File: src/rtl/motor_enc_decoder.sv
// Scan-motor read-head decoder: zero-tooth search, tooth tracking, stall and averaged revolution period.
// Define MOTOR_ENC_FILTER_EN to add a FILT_LEN-cycle glitch filter on the synchronised input.
module motor_enc_decoder #(
  parameter int unsigned CNT_W       = 32,
  parameter int unsigned TEETH       = 44,
  parameter int unsigned VZERO_OFS   = 8,
  parameter int unsigned FEED_FIRST  = 1,
  parameter int unsigned FEED_LAST   = 42,
  parameter int unsigned REGION_END  = 40,
  parameter int unsigned ZR_SHIFT    = 1,
  parameter int unsigned STALL_TICKS = 3125000,
  parameter int unsigned AVE_LOG2    = 2
`ifdef MOTOR_ENC_FILTER_EN
  , parameter int unsigned FILT_LEN  = 4
`endif
) (
  input  logic             clk,
  input  logic             rst_n,
  input  logic             motor_enable,
  input  logic             pulse_sig,
  output logic             real_zero,
  output logic             virtual_zero,
  output logic             tooth_fall,
  output logic             locked,
  output logic             tooth_err,
  output logic             stall,
  output logic             region_done,
  output logic             feed_valid,
  output logic [7:0]       step_idx,
  output logic [CNT_W-1:0] tooth_sub,
  output logic [CNT_W-1:0] tooth_period,
  output logic [CNT_W-1:0] rev_period,
  output logic             rev_valid
);

  localparam int unsigned DEPTH = 1 << AVE_LOG2;
  localparam int unsigned SUM_W = CNT_W + AVE_LOG2;
  localparam logic [7:0] LAST8   = 8'(TEETH - 1);
  localparam logic [7:0] VZ8     = 8'(VZERO_OFS);
  localparam logic [7:0] FF8     = 8'(FEED_FIRST);
  localparam logic [7:0] FL8     = 8'(FEED_LAST);
  localparam logic [7:0] REGION8 = 8'(REGION_END);
  localparam logic [CNT_W-1:0] STALL_MAX = CNT_W'(STALL_TICKS);
  localparam logic [CNT_W-1:0] STALL_M1  = CNT_W'(STALL_TICKS - 1);

  typedef enum logic [4:0] {
    IDLE  = 5'b00001,
    PRE1  = 5'b00010,
    HUNT  = 5'b00100,
    SKIP  = 5'b01000,
    TRACK = 5'b10000
  } state_t;

  state_t state;
  logic s1, s2, q, q_d, rise, fall, fall_q, zero_hit, stall_set, vz_evt, rz_evt, push_d;
  logic [CNT_W-1:0] high_cnt, low_cnt, stall_tmr, rev_cnt;
  logic [CNT_W:0]   zr_thr;
  logic [7:0]       track_cnt, track_nxt, step_nxt;
  logic [CNT_W-1:0] hist [DEPTH];
  logic [SUM_W-1:0] sum;

  always_ff @(posedge clk or negedge rst_n) begin
    if (!rst_n) begin
      s1  <= 1'b0;
      s2  <= 1'b0;
      q_d <= 1'b0;
    end else begin
      s1  <= pulse_sig;
      s2  <= s1;
      q_d <= q;
    end
  end

`ifdef MOTOR_ENC_FILTER_EN
  localparam int unsigned FW = $clog2(FILT_LEN + 1);
  logic [FW-1:0] filt_cnt;

  always_ff @(posedge clk or negedge rst_n) begin
    if (!rst_n) begin
      q        <= 1'b0;
      filt_cnt <= '0;
    end else if (s2 == q) begin
      filt_cnt <= '0;
    end else if (filt_cnt == FW'(FILT_LEN - 1)) begin
      q        <= s2;
      filt_cnt <= '0;
    end else begin
      filt_cnt <= filt_cnt + 1'b1;
    end
  end
`else
  assign q = s2;
`endif

  assign rise   = q & ~q_d;
  assign fall   = ~q & q_d;
  assign zr_thr = {1'b0, low_cnt} + {1'b0, (low_cnt >> ZR_SHIFT)};
  assign zero_hit  = q && ({1'b0, high_cnt} > zr_thr);
  // Stall asserts on the cycle the timer reaches STALL_TICKS and pre-empts any fall in that cycle.
  assign stall_set = motor_enable && !rise && (stall_tmr >= STALL_M1);
  assign fall_q    = fall && !stall_set;
  assign feed_valid = (state == TRACK) && (track_cnt >= FF8) && (track_cnt <= FL8);

  always_comb begin
    track_nxt = track_cnt + 8'd1;
    vz_evt    = (state == TRACK) && fall_q && (track_nxt == VZ8);
    step_nxt  = vz_evt ? 8'd0 : step_idx + 8'd1;
    rz_evt    = motor_enable && !stall_set && zero_hit && ((state == HUNT) || (state == TRACK));
  end

  always_ff @(posedge clk or negedge rst_n) begin
    if (!rst_n) begin
      high_cnt <= '0;
      low_cnt  <= '0;
    end else if (fall) begin
      high_cnt <= '0;
      low_cnt  <= '0;
    end else if (q) begin
      if (high_cnt != '1) high_cnt <= high_cnt + 1'b1;
    end else begin
      if (low_cnt != '1) low_cnt <= low_cnt + 1'b1;
    end
  end

  always_ff @(posedge clk or negedge rst_n) begin
    if (!rst_n) begin
      stall_tmr <= '0;
      stall     <= 1'b0;
    end else begin
      stall <= stall_set;
      if (!motor_enable || rise)     stall_tmr <= '0;
      else if (stall_tmr != STALL_MAX) stall_tmr <= stall_tmr + 1'b1;
    end
  end

  always_ff @(posedge clk or negedge rst_n) begin
    if (!rst_n) begin
      state        <= IDLE;
      locked       <= 1'b0;
      track_cnt    <= '0;
      step_idx     <= '0;
      tooth_sub    <= '0;
      tooth_period <= '0;
      real_zero    <= 1'b0;
      virtual_zero <= 1'b0;
      tooth_fall   <= 1'b0;
      tooth_err    <= 1'b0;
      region_done  <= 1'b0;
    end else begin
      real_zero    <= 1'b0;
      virtual_zero <= 1'b0;
      tooth_fall   <= 1'b0;
      tooth_err    <= 1'b0;
      region_done  <= 1'b0;
      if (!motor_enable) begin
        state     <= IDLE;
        locked    <= 1'b0;
        track_cnt <= '0;
        step_idx  <= '0;
        tooth_sub <= '0;
      end else begin
        tooth_fall   <= fall_q;
        virtual_zero <= vz_evt;
        real_zero    <= rz_evt;
        if (fall_q) begin
          step_idx    <= step_nxt;
          region_done <= (step_nxt == REGION8);
        end
        if ((state == TRACK) && !stall_set && !zero_hit) begin
          if (fall_q) begin
            tooth_period <= tooth_sub;
            tooth_sub    <= '0;
          end else if (tooth_sub != '1) begin
            tooth_sub <= tooth_sub + 1'b1;
          end
        end else begin
          tooth_sub <= '0;
        end
        if (stall_set) begin
          state     <= IDLE;
          locked    <= 1'b0;
          track_cnt <= '0;
        end else begin
          unique case (state)
            IDLE: if (fall) state <= PRE1;
            PRE1: if (rise) state <= HUNT;
            HUNT: begin
              if (zero_hit) begin
                state  <= SKIP;
                locked <= 1'b1;
              end else if (fall && locked) begin
                tooth_err <= 1'b1;
                locked    <= 1'b0;
              end
            end
            SKIP: begin
              if (fall) begin
                state     <= TRACK;
                track_cnt <= '0;
              end
            end
            TRACK: begin
              if (zero_hit) begin
                tooth_err <= 1'b1;
                state     <= SKIP;
              end else if (fall) begin
                track_cnt <= track_nxt;
                if (track_nxt == LAST8) state <= HUNT;
              end
            end
            default: state <= IDLE;
          endcase
        end
      end
    end
  end

  // rev_cnt restarts at 1 so the pushed value equals the zero-to-zero distance in clk cycles.
  always_ff @(posedge clk or negedge rst_n) begin
    if (!rst_n) begin
      rev_cnt    <= '0;
      sum        <= '0;
      push_d     <= 1'b0;
      rev_period <= '0;
      rev_valid  <= 1'b0;
      for (int unsigned i = 0; i < DEPTH; i++) hist[i] <= '0;
    end else if (!motor_enable) begin
      rev_cnt    <= '0;
      sum        <= '0;
      push_d     <= 1'b0;
      rev_period <= '0;
      rev_valid  <= 1'b0;
      for (int unsigned i = 0; i < DEPTH; i++) hist[i] <= '0;
    end else begin
      push_d    <= rz_evt && locked;
      rev_valid <= push_d;
      if (push_d) rev_period <= sum[SUM_W-1:AVE_LOG2];
      if (rz_evt) begin
        rev_cnt <= CNT_W'(1);
        if (locked) begin
          sum     <= sum + SUM_W'(rev_cnt) - SUM_W'(hist[DEPTH-1]);
          hist[0] <= rev_cnt;
          for (int unsigned i = DEPTH - 1; i > 0; i--) hist[i] <= hist[i-1];
        end
      end else if (rev_cnt != '1) begin
        rev_cnt <= rev_cnt + 1'b1;
      end
    end
  end

endmodule

File: config.mk
export PLATFORM = sky130hd
export DESIGN_NAME = motor_enc_decoder
export DESIGN_NICKNAME = d
export VERILOG_FILES = /design/src/rtl/motor_enc_decoder.sv
export SDC_FILE = /design/constraint.sdc
export NUM_CORES = 1
export LEC_CHECK = 0
export CAP_MARGIN = 15
export CORE_UTILIZATION = 45
export CTS_CLUSTER_SIZE = 20
export DETAILED_ROUTE_END_ITERATION = 16
export PLACE_DENSITY = 0.74
export SLEW_MARGIN = 0
export SYNTH_ARGS = -nofsm -noshare
export SYNTH_HDL_FRONTEND = slang
export SYNTH_SLANG_ARGS = --single-unit
File: constraint.sdc
create_clock -name clk -period 8.53 [get_ports clk]
set_clock_uncertainty 0.2 [all_clocks]
set_input_delay 1.706 -clock clk [delete_from_list [all_inputs] [get_ports clk]]
set_output_delay 1.706 -clock clk [all_outputs]
set_load 0.05 [all_outputs]
==> results of run 1 <==
-- per-layer routing --
| layer | GRT usage [%] | up-vias | share of wire (%) | routed length [um] |
|---|---|---|---|---|
| met5 | 0 | - | 0 | 0 |
| met4 | 6.27 | 0 | 2.3 | 1210 |
| met2 | 34.4 | 338 | 48 | 25300 |
| met3 | 3.66 | 78 | 4.8 | 2530 |
| met1 | 26.9 | 8833 | 45 | 23800 |
| li1 | - | 8755 | - | - |
-- metrics by stage --
stage | setup slack, ns | area (sq um) | cells | power, mW | utilization, %
finish | 1.66 | 26500 | 3328 | 4.44 | 52.4
global route | 1.03 | 26500 | 3328 | 4.60 | 52.4
CTS | 1.74 | 26400 | 3327 | 4.49 | 52.3
detailed placement | 1.78 | 24900 | 3245 | 2.41 | 49.2
global placement | 2.13 | 24900 | 3245 | 2.40 | 49.2
floorplan | 2.70 | 23200 | 2548 | 2.30 | -
-- worst paths after layout --
path                                         from                          to  slack (ns)  cells past startpoint
max                        low_cnt[0]$_DFFE_PN0P_        hist[14]$_DFFE_PN0P_        1.66                     26
min in group asynchronous                   rst_n  rev_period[16]$_DFFE_PN0P_        0.92                      1
max in group asynchronous                   rst_n      low_cnt[9]$_DFFE_PN0P_        5.77                      2
min reg2reg                          s1$_DFF_PN0_                 q$_DFF_PN0_        0.16                      0
max reg2reg                low_cnt[0]$_DFFE_PN0P_        hist[14]$_DFFE_PN0P_        1.66                     26
min                                  s1$_DFF_PN0_                 q$_DFF_PN0_        0.16                      0
-- final cells by class --
cell class,count,area share [%]
clock inverter,16,0.762
clock buffer,66,5.17
sequential,419,39.7
tap,672,3.18
multi-input combinational,1856,43.9
inverter,167,2.37
timing repair buffer,132,4.99
-- synthesized netlist by cell type (11+ instances only) --
master and number:
and3_1 30, nor3_1 30, buf_4 12, a21o_1 46
buf_2 27, nand3_1 238, ha_1 108, or3_1 17
xor2_1 104, a31oi_1 11, inv_1 166, o21ai_0 128
fa_1 33, nand2b_1 17, nor4_1 17, nand2_1 417
nor2b_1 43, xnor2_1 93, a21oi_1 107, clkbuf_1 60
nand4_1 46, nor2_1 198, dfrtp_1 418, mux2i_1 36
-- logic make-up after synthesis --
| kind of cell | synth area share [%] |
|---|---|
| adders and majority gates | 8.67 |
| buffers and inverters | 4.85 |
| AOI/OAI and AO/OA | 9.88 |
| and+or+nand+nor | 22.3 |
| xor gates and xnor gates | 7.44 |
| DFF | 45.2 |
| muxes | 1.65 |
-- critical path, delay by kind of cell (launching register included) --
kind	cells	cell delay, ns
compound gates	14	3.28
fa+ha+maj	3	1.00
buf+inv	3	1.01
flops	1	0.42
simple gates	6	0.85
-- flip-flops by register name (all words and copies together) (netlist names), 5 cells and up --
name and count:
rev_cnt 32, sum 34, tooth_sub 32, step_idx 8
rev_period 32, tooth_period 32, stall_tmr 32, low_cnt 32
state 5, hist 128, track_cnt 8, high_cnt 32
-- power by group through the flow --
stage | clock [mW] | combinational [mW] | sequential, mW
6_report | 2.07 | 0.335 | 2.04
3_3_place_gp | 0 | 0.326 | 2.07
5_1_grt | 2.19 | 0.375 | 2.04
2_1_floorplan | 0 | 0.226 | 2.07
3_5_place_dp | 0 | 0.334 | 2.07
4_1_cts | 2.11 | 0.337 | 2.04
==> metrics.csv, run 1 <==
metric;value;unit
Post-synth EDFFs;0;
Worst-path clk slew;0.06;ns
delay of the slowest cell on the worst path;0.49;ns
Reg area;10500;sq um
setup violators final;0;
Initial DRT Pass Iterations;5;
Worst Hold Class;flip-flop to flip-flop;
outcome;complete, no violations;
Root Buffer;clkbuf_16;
initial core utilization;46.0;%
Num CTS Buffers;46;
drt wl/cell;15.9;um
Period minus WS final;6.87;ns
number of global-route vias before repair;18200;
Achievable Freq;146;MHz
first-pass GRT wire length;90000;um
Syn-to-layout area delta;14.0;%
fraction of power spent switching nets;24.2;%
DR vias;18000;
Worst Setup End Kind;flip-flop;
Sink Count;419;
Yosys warnings;0;
top post-synthesis cells by area;dfrtp_1 45%, nand2_1 6.7%, ha_1 5.8%;
post-route ant nets;0;
GR Util All Layers;20.5;%
Internal;3.36;mW
I/O Buffers;116;
WP data arrival;7.17;ns
largest net degree at the start of global routing;221;
commonest cells after routing, fill and taps aside;417 x nand2_1, 417 x dfrtp_1, 238 x nand3_1;
Synth Net Count;2693;
FFs w/ async S/R, synth;100;%
critical-path maximum fanout;39;
I/O Pins;117;
Synth Instances;2548;
Worst Path Required;8.84;ns
Clock Tree Buf Depth;3;
power per cell area;168;nW/um^2
fill count;4521;
mapped cell area;23200;sq um
WL final;52900;um
largest area contributor in the netlist;dfrtp_1;
die area;52500;sq um
RSZ-0062 raised after global routing;no;
Rel. slew slack;21.5;%
DRC;0;
most used cell, CP;nand2_1;
Final nets;2767;
Yosys cell types;86;
Multi-input gate area;11600;sq um
post-cts hold buffer count;0;
Clk pwr share;46.6;%
crit start category;flip-flop;
gpl congestion;0.890;
TritonCTS clock tree;built;
maximum VDD drop;0.162;mV
H-tree depth;2;
Congestion Overflow GR;0;
Final Hold Fails;0;
post-CTS setup buffers;0;
CP Class;flip-flop to flip-flop;
#FFs+latches synth;419;
Fin Hold WS;0.163;ns
worst slew pin tran;1.18;ns
Die Width;229;um
Syn Area/Cell;9.11;sq um
final period utilization;80.5;%
share of the yosys chip area belonging to registers;45.2;%
DRT iter0 DRCs;1342;
number of max-cap violations;0;
share of the synthesized area in the top cell type;45.1;%
Seq pwr share;45.9;%
die height;229;um
switching power total;1.07;mW
DR vias/cell;5.41;
Post-CTS Resized;0;
setup TNS;0;ns
Detailed Place HPWL;36100;um
Critical Path Slowest Stage Cell;buf_4;
number of antenna diodes;0;
Post-synth top flop;dfrtp_1;
later-pin clock latency in the skew report;0.59;ns
combinational share of power;7.5;%
number of antenna violations at the first check in global routing;0;
Rows;82;
share of layout cells above drive strength 1;4.89;%
Leakage;12.4;nW
core area;50500;sq um
Slew Limit Fails;0;
(Power assumes the default switching activity.)
==> inputs of run 2 (changes only) <==
==> constraint.sdc (replaced) <==
create_clock -name clk -period 6.9 [get_ports clk]
set_clock_uncertainty 0.2 [all_clocks]
set_input_delay 1.38 -clock clk [delete_from_list [all_inputs] [get_ports clk]]
set_output_delay 1.38 -clock clk [all_outputs]
set_load 0.05 [all_outputs]
==> metrics.csv, run 2 (synthesized netlist as in run 1, its figures left out) <==
metric;value;unit
Worst Path Required;7.18;ns
Critical Path Slowest Stage Cell;dfrtp_1;
Syn-to-layout area delta;14.0;%
Final nets;2770;
H-tree depth;2;
delay of the slowest cell on the worst path;0.43;ns
Num CTS Buffers;46;
WP data arrival;6.60;ns
Clock Tree Buf Depth;3;
I/O Buffers;116;
number of global-route vias before repair;18400;
Leakage;12.4;nW
die height;229;um
largest net degree at the start of global routing;166;
Seq pwr share;46.6;%
initial core utilization;46.0;%
DR vias/cell;5.46;
worst slew pin tran;1.09;ns
fin util;52.4;%
top flop regs;hist: 128 flops, sum: 34 flops;
Worst Hold Class;flip-flop to flip-flop;
I/O Pins;117;
Fin Hold WS;0.148;ns
Detailed Place HPWL;36200;um
Worst Setup End Kind;flip-flop;
max reg flops;128;
Slew Limit Fails;0;
Post-Place Worst Slack;0.581;ns
Setup WS post-layout;0.577;ns
Internal;4.07;mW
Die Width;229;um
TritonCTS clock tree;built;
post-CTS setup buffers;0;
first-pass GRT wire length;90900;um
Largest Register;hist;
Period minus WS final;6.32;ns
combinational share of power;7.7;%
Rows;82;
outcome;complete, no violations;
Pwr Total;5.41;mW
Sink Count;419;
Achievable Freq;158;MHz
DRC;0;
setup violators final;0;
Root Buffer;clkbuf_16;
post-route ant nets;0;
number of max-cap violations;0;
die area;52500;sq um
number of antenna diodes;0;
later-pin clock latency in the skew report;0.60;ns
power per cell area;205;nW/um^2
share of layout cells above drive strength 1;5.00;%
core area;50500;sq um
Rel. slew slack;27.2;%
critical-path maximum fanout;73;
GR Util All Layers;20.6;%
crit start category;flip-flop;
Clk pwr share;45.8;%
DRT iter0 DRCs;1234;
Worst-path clk slew;0.06;ns
CP Class;flip-flop to flip-flop;
setup TNS;0;ns
RSZ-0062 raised after global routing;no;
maximum VDD drop;0.178;mV
DR vias;18200;
fill count;4558;
switching power total;1.35;mW
gpl congestion;0.882;
Congestion Overflow GR;0;
Final Hold Fails;0;
fraction of power spent switching nets;24.8;%
drt wl/cell;15.9;um
WL final;52800;um
final period utilization;91.6;%
commonest cells after routing, fill and taps aside;417 x nand2_1, 417 x dfrtp_1, 238 x nand3_1;
number of antenna violations at the first check in global routing;0;
Initial DRT Pass Iterations;5;
run 2: changes by cell type in the layout (fill, tap and decap cells not counted), sizes merged:
cell,change
clkbuf,-8
clkinv,+5
buf,+3
inv,+2
run 2: final cells by class:
| cell class | instances | area (sq um) | share of cell area, % |
|---|---|---|---|
| multi-input combinational | 1856 | 11600 | 43.9 |
| clock inverter | 23 | 259 | 0.979 |
| tap | 672 | 841 | 3.18 |
| clock buffer | 58 | 1250 | 4.71 |
| inverter | 167 | 627 | 2.37 |
| timing repair buffer | 135 | 1370 | 5.19 |
| sequential | 419 | 10500 | 39.7 |
run 2: layer usage:
layer / part of all wire [%] / up-vias / GRT usage, %
met1: 44 / 8888 / 26.9
met4: 2.8 / 0 / 7.08
met3: 5.4 / 103 / 3.83
li1: - / 8769 / -
met2: 48 / 419 / 34.4
met5: 0 / - / 0
run 2: final timing paths:
| kind | from | endpoint | slack, ns | cells past startpoint |
|---|---|---|---|---|
| max | low_cnt[0]$_DFFE_PN0P_ | sum[22]$_DFFE_PN0P_ | 0.58 | 26 |
| min | s1$_DFF_PN0_ | q$_DFF_PN0_ | 0.15 | 0 |
| max reg2reg | low_cnt[0]$_DFFE_PN0P_ | sum[22]$_DFFE_PN0P_ | 0.58 | 26 |
| min reg2reg | s1$_DFF_PN0_ | q$_DFF_PN0_ | 0.15 | 0 |
| max in group asynchronous | rst_n | sum[3]$_DFFE_PN0P_ | 4.45 | 2 |
| min in group asynchronous | rst_n | rev_period[17]$_DFFE_PN0P_ | 0.62 | 1 |
run 2: metrics by stage:
stage,area (sq um),std cells
2_1_floorplan,23200,2548
3_3_place_gp,24900,3249
3_5_place_dp,24900,3249
4_1_cts,26400,3330
5_1_grt,26400,3330
6_report,26400,3330
run 2: worst max-delay path: cells and delay by family (launching register included):
family / cells / cell delay, ns
buf+inv: 3 / 0.66
simple gates: 5 / 0.66
flops: 1 / 0.43
compound gates: 15 / 3.24
fa+ha+maj: 3 / 0.98
run 2: power groups by stage:
stage | sequential, mW | clock (mW) | combinational (mW)
finish | 2.52 | 2.48 | 0.416
global placement | 2.56 | 0 | 0.405
detailed placement | 2.56 | 0 | 0.416
CTS | 2.52 | 2.53 | 0.420
floorplan | 2.56 | 0 | 0.280
global route | 2.52 | 2.63 | 0.464
run 2: what timing repair did:
action                     4_1_cts  5_1_grt
setup endpoints to repair        0        1
hold buffers                     0        0
gates resized for setup          0        1
==> inputs of run 3 (changes only) <==
--- a/config.mk
+++ b/config.mk
@@ -7,10 +7,10 @@
 export LEC_CHECK = 0
 export CAP_MARGIN = 15
 export CORE_UTILIZATION = 45
-export CTS_CLUSTER_SIZE = 20
+export CTS_CLUSTER_SIZE = 30
 export DETAILED_ROUTE_END_ITERATION = 16
 export PLACE_DENSITY = 0.74
-export SLEW_MARGIN = 0
+export SLEW_MARGIN = 30
 export SYNTH_ARGS = -nofsm -noshare
 export SYNTH_HDL_FRONTEND = slang
 export SYNTH_SLANG_ARGS = --single-unit
==> metrics.csv, run 3 (synthesized netlist as in run 1, its figures left out) <==
metric;value;unit
Num CTS Buffers;46;
top flop regs;hist: 128 flops, sum: 34 flops;
worst slew pin tran;0.943;ns
critical-path maximum fanout;73;
cell family with the largest share of critical-path delay;compound AO/OA/AOI/OAI gates;
Worst Setup End Kind;flip-flop;
TritonCTS clock tree;built;
core area;50500;sq um
Final nets;2772;
DR vias/cell;5.45;
Critical Path Slowest Stage Cell;o311ai_1;
power per cell area;206;nW/um^2
post-CTS setup buffers;0;
crit start category;flip-flop;
Clock Tree Buf Depth;3;
DR vias;18100;
number of antenna diodes;0;
Slew Limit Fails;0;
dpl cells;3249;
gpl congestion;0.882;
Leakage;12.4;nW
outcome;complete, no violations;
RSZ-0062 raised after global routing;no;
WP data arrival;6.66;ns
Syn-to-layout area delta;14.3;%
Period minus WS final;6.38;ns
commonest cells after routing, fill and taps aside;417 x nand2_1, 417 x dfrtp_1, 238 x nand3_1;
max reg flops;128;
number of max-cap violations;0;
Rows;82;
Post-CTS Resized;0;
Root Buffer;clkbuf_16;
post-route insts no fill;3332;
setup TNS;0;ns
maximum VDD drop;0.281;mV
Initial DRT Pass Iterations;5;
initial core utilization;46.0;%
DRC;0;
number of antenna violations at the first check in global routing;0;
fill count;4550;
drt wl/cell;15.9;um
Largest Register;hist;
later-pin clock latency in the skew report;0.60;ns
R2R cell count;26;
final period utilization;92.5;%
post-route ant nets;0;
number of global-route vias before repair;18400;
hold depth;0;
Worst Hold Class;flip-flop to flip-flop;
DRT iter0 DRCs;1198;
CP Class;flip-flop to flip-flop;
Pwr Total;5.46;mW
Worst-path clk slew;0.06;ns
WL final;52900;um
Achievable Freq;157;MHz
Congestion Overflow GR;0;
Die Width;229;um
Rel. slew slack;36.3;%
H-tree depth;2;
Detailed Place HPWL;36200;um
first-pass GRT wire length;90800;um
delay of the slowest cell on the worst path;0.43;ns
I/O Pins;117;
GR Util All Layers;20.6;%
largest net degree at the start of global routing;166;
I/O Buffers;116;
setup violators final;0;
Sink Count;419;
die area;52500;sq um
Worst path depth;26;
die height;229;um
Worst Path Required;7.18;ns
post-cts hold buffer count;0;
Final Hold Fails;0;
CP Buf/Inv Count;3;
share of layout cells above drive strength 1;5.08;%
run 3: cell count changes in the layout (fill, tap and decap cells not counted), sizes merged:
cell      change
clkinvlp      -1
bufinv        +1
buf           +2
clkinv        +1
inv           -1
run 3: path summary, 6_finish.rpt:
kind | from | to | slack, ns
setup reg to reg | low_cnt[0]$_DFFE_PN0P_ | sum[22]$_DFFE_PN0P_ | 0.52
hold reg to reg | s1$_DFF_PN0_ | q$_DFF_PN0_ | 0.15
min in group asynchronous | rst_n | rev_period[17]$_DFFE_PN0P_ | 0.62
setup / recovery | low_cnt[0]$_DFFE_PN0P_ | sum[22]$_DFFE_PN0P_ | 0.52
hold / removal | s1$_DFF_PN0_ | q$_DFF_PN0_ | 0.15
max in group asynchronous | rst_n | tooth_period[10]$_DFFE_PN0P_ | 4.46
run 3: power breakdown:
| part | leakage, nW | switching [mW] | internal [mW] | total, mW |
|---|---|---|---|---|
| registers | 5.83 | 0.0381 | 2.48 | 2.52 |
| logic | 5.83 | 0.269 | 0.151 | 0.420 |
| clock network | 0.758 | 1.03 | 1.48 | 2.52 |
| total | 12.4 | 1.34 | 4.12 | 5.46 |
run 3: routing by layer:
layer  vias up  part of all wire [%]  GRT usage [%]  routed length, um
met4         0                   2.6           6.56               1380
met1      8887                    44           26.9              23300
met2       413                    48           34.5              25400
li1       8757                     -              -                  -
met5         -                     0              0                  0
met3        90                   5.3           3.80               2800
run 3: per-stage QoR:
step | worst slack (ns) | instance area, sq um | hold slack (ns) | util, %
3_5_place_dp | 0.581 | 24900 | 0.136 | 49.4
4_1_cts | 0.537 | 26500 | 0.150 | 52.4
3_3_place_gp | 0.775 | 24900 | 0.137 | 49.4
2_1_floorplan | 1.39 | 23200 | 0.131 | -
6_report | 0.518 | 26500 | 0.148 | 52.5
5_1_grt | 0.0112 | 26500 | 0.154 | 52.5
run 3: layout make-up:
| cell class | count | area (sq um) | area share [%] |
|---|---|---|---|
| inverter | 167 | 627 | 2.36 |
| timing repair buffer | 137 | 1420 | 5.35 |
| sequential | 419 | 10500 | 39.5 |
| tap | 672 | 841 | 3.17 |
| multi-input combinational | 1856 | 11600 | 43.8 |
| clock inverter | 23 | 282 | 1.06 |
| clock buffer | 58 | 1260 | 4.74 |
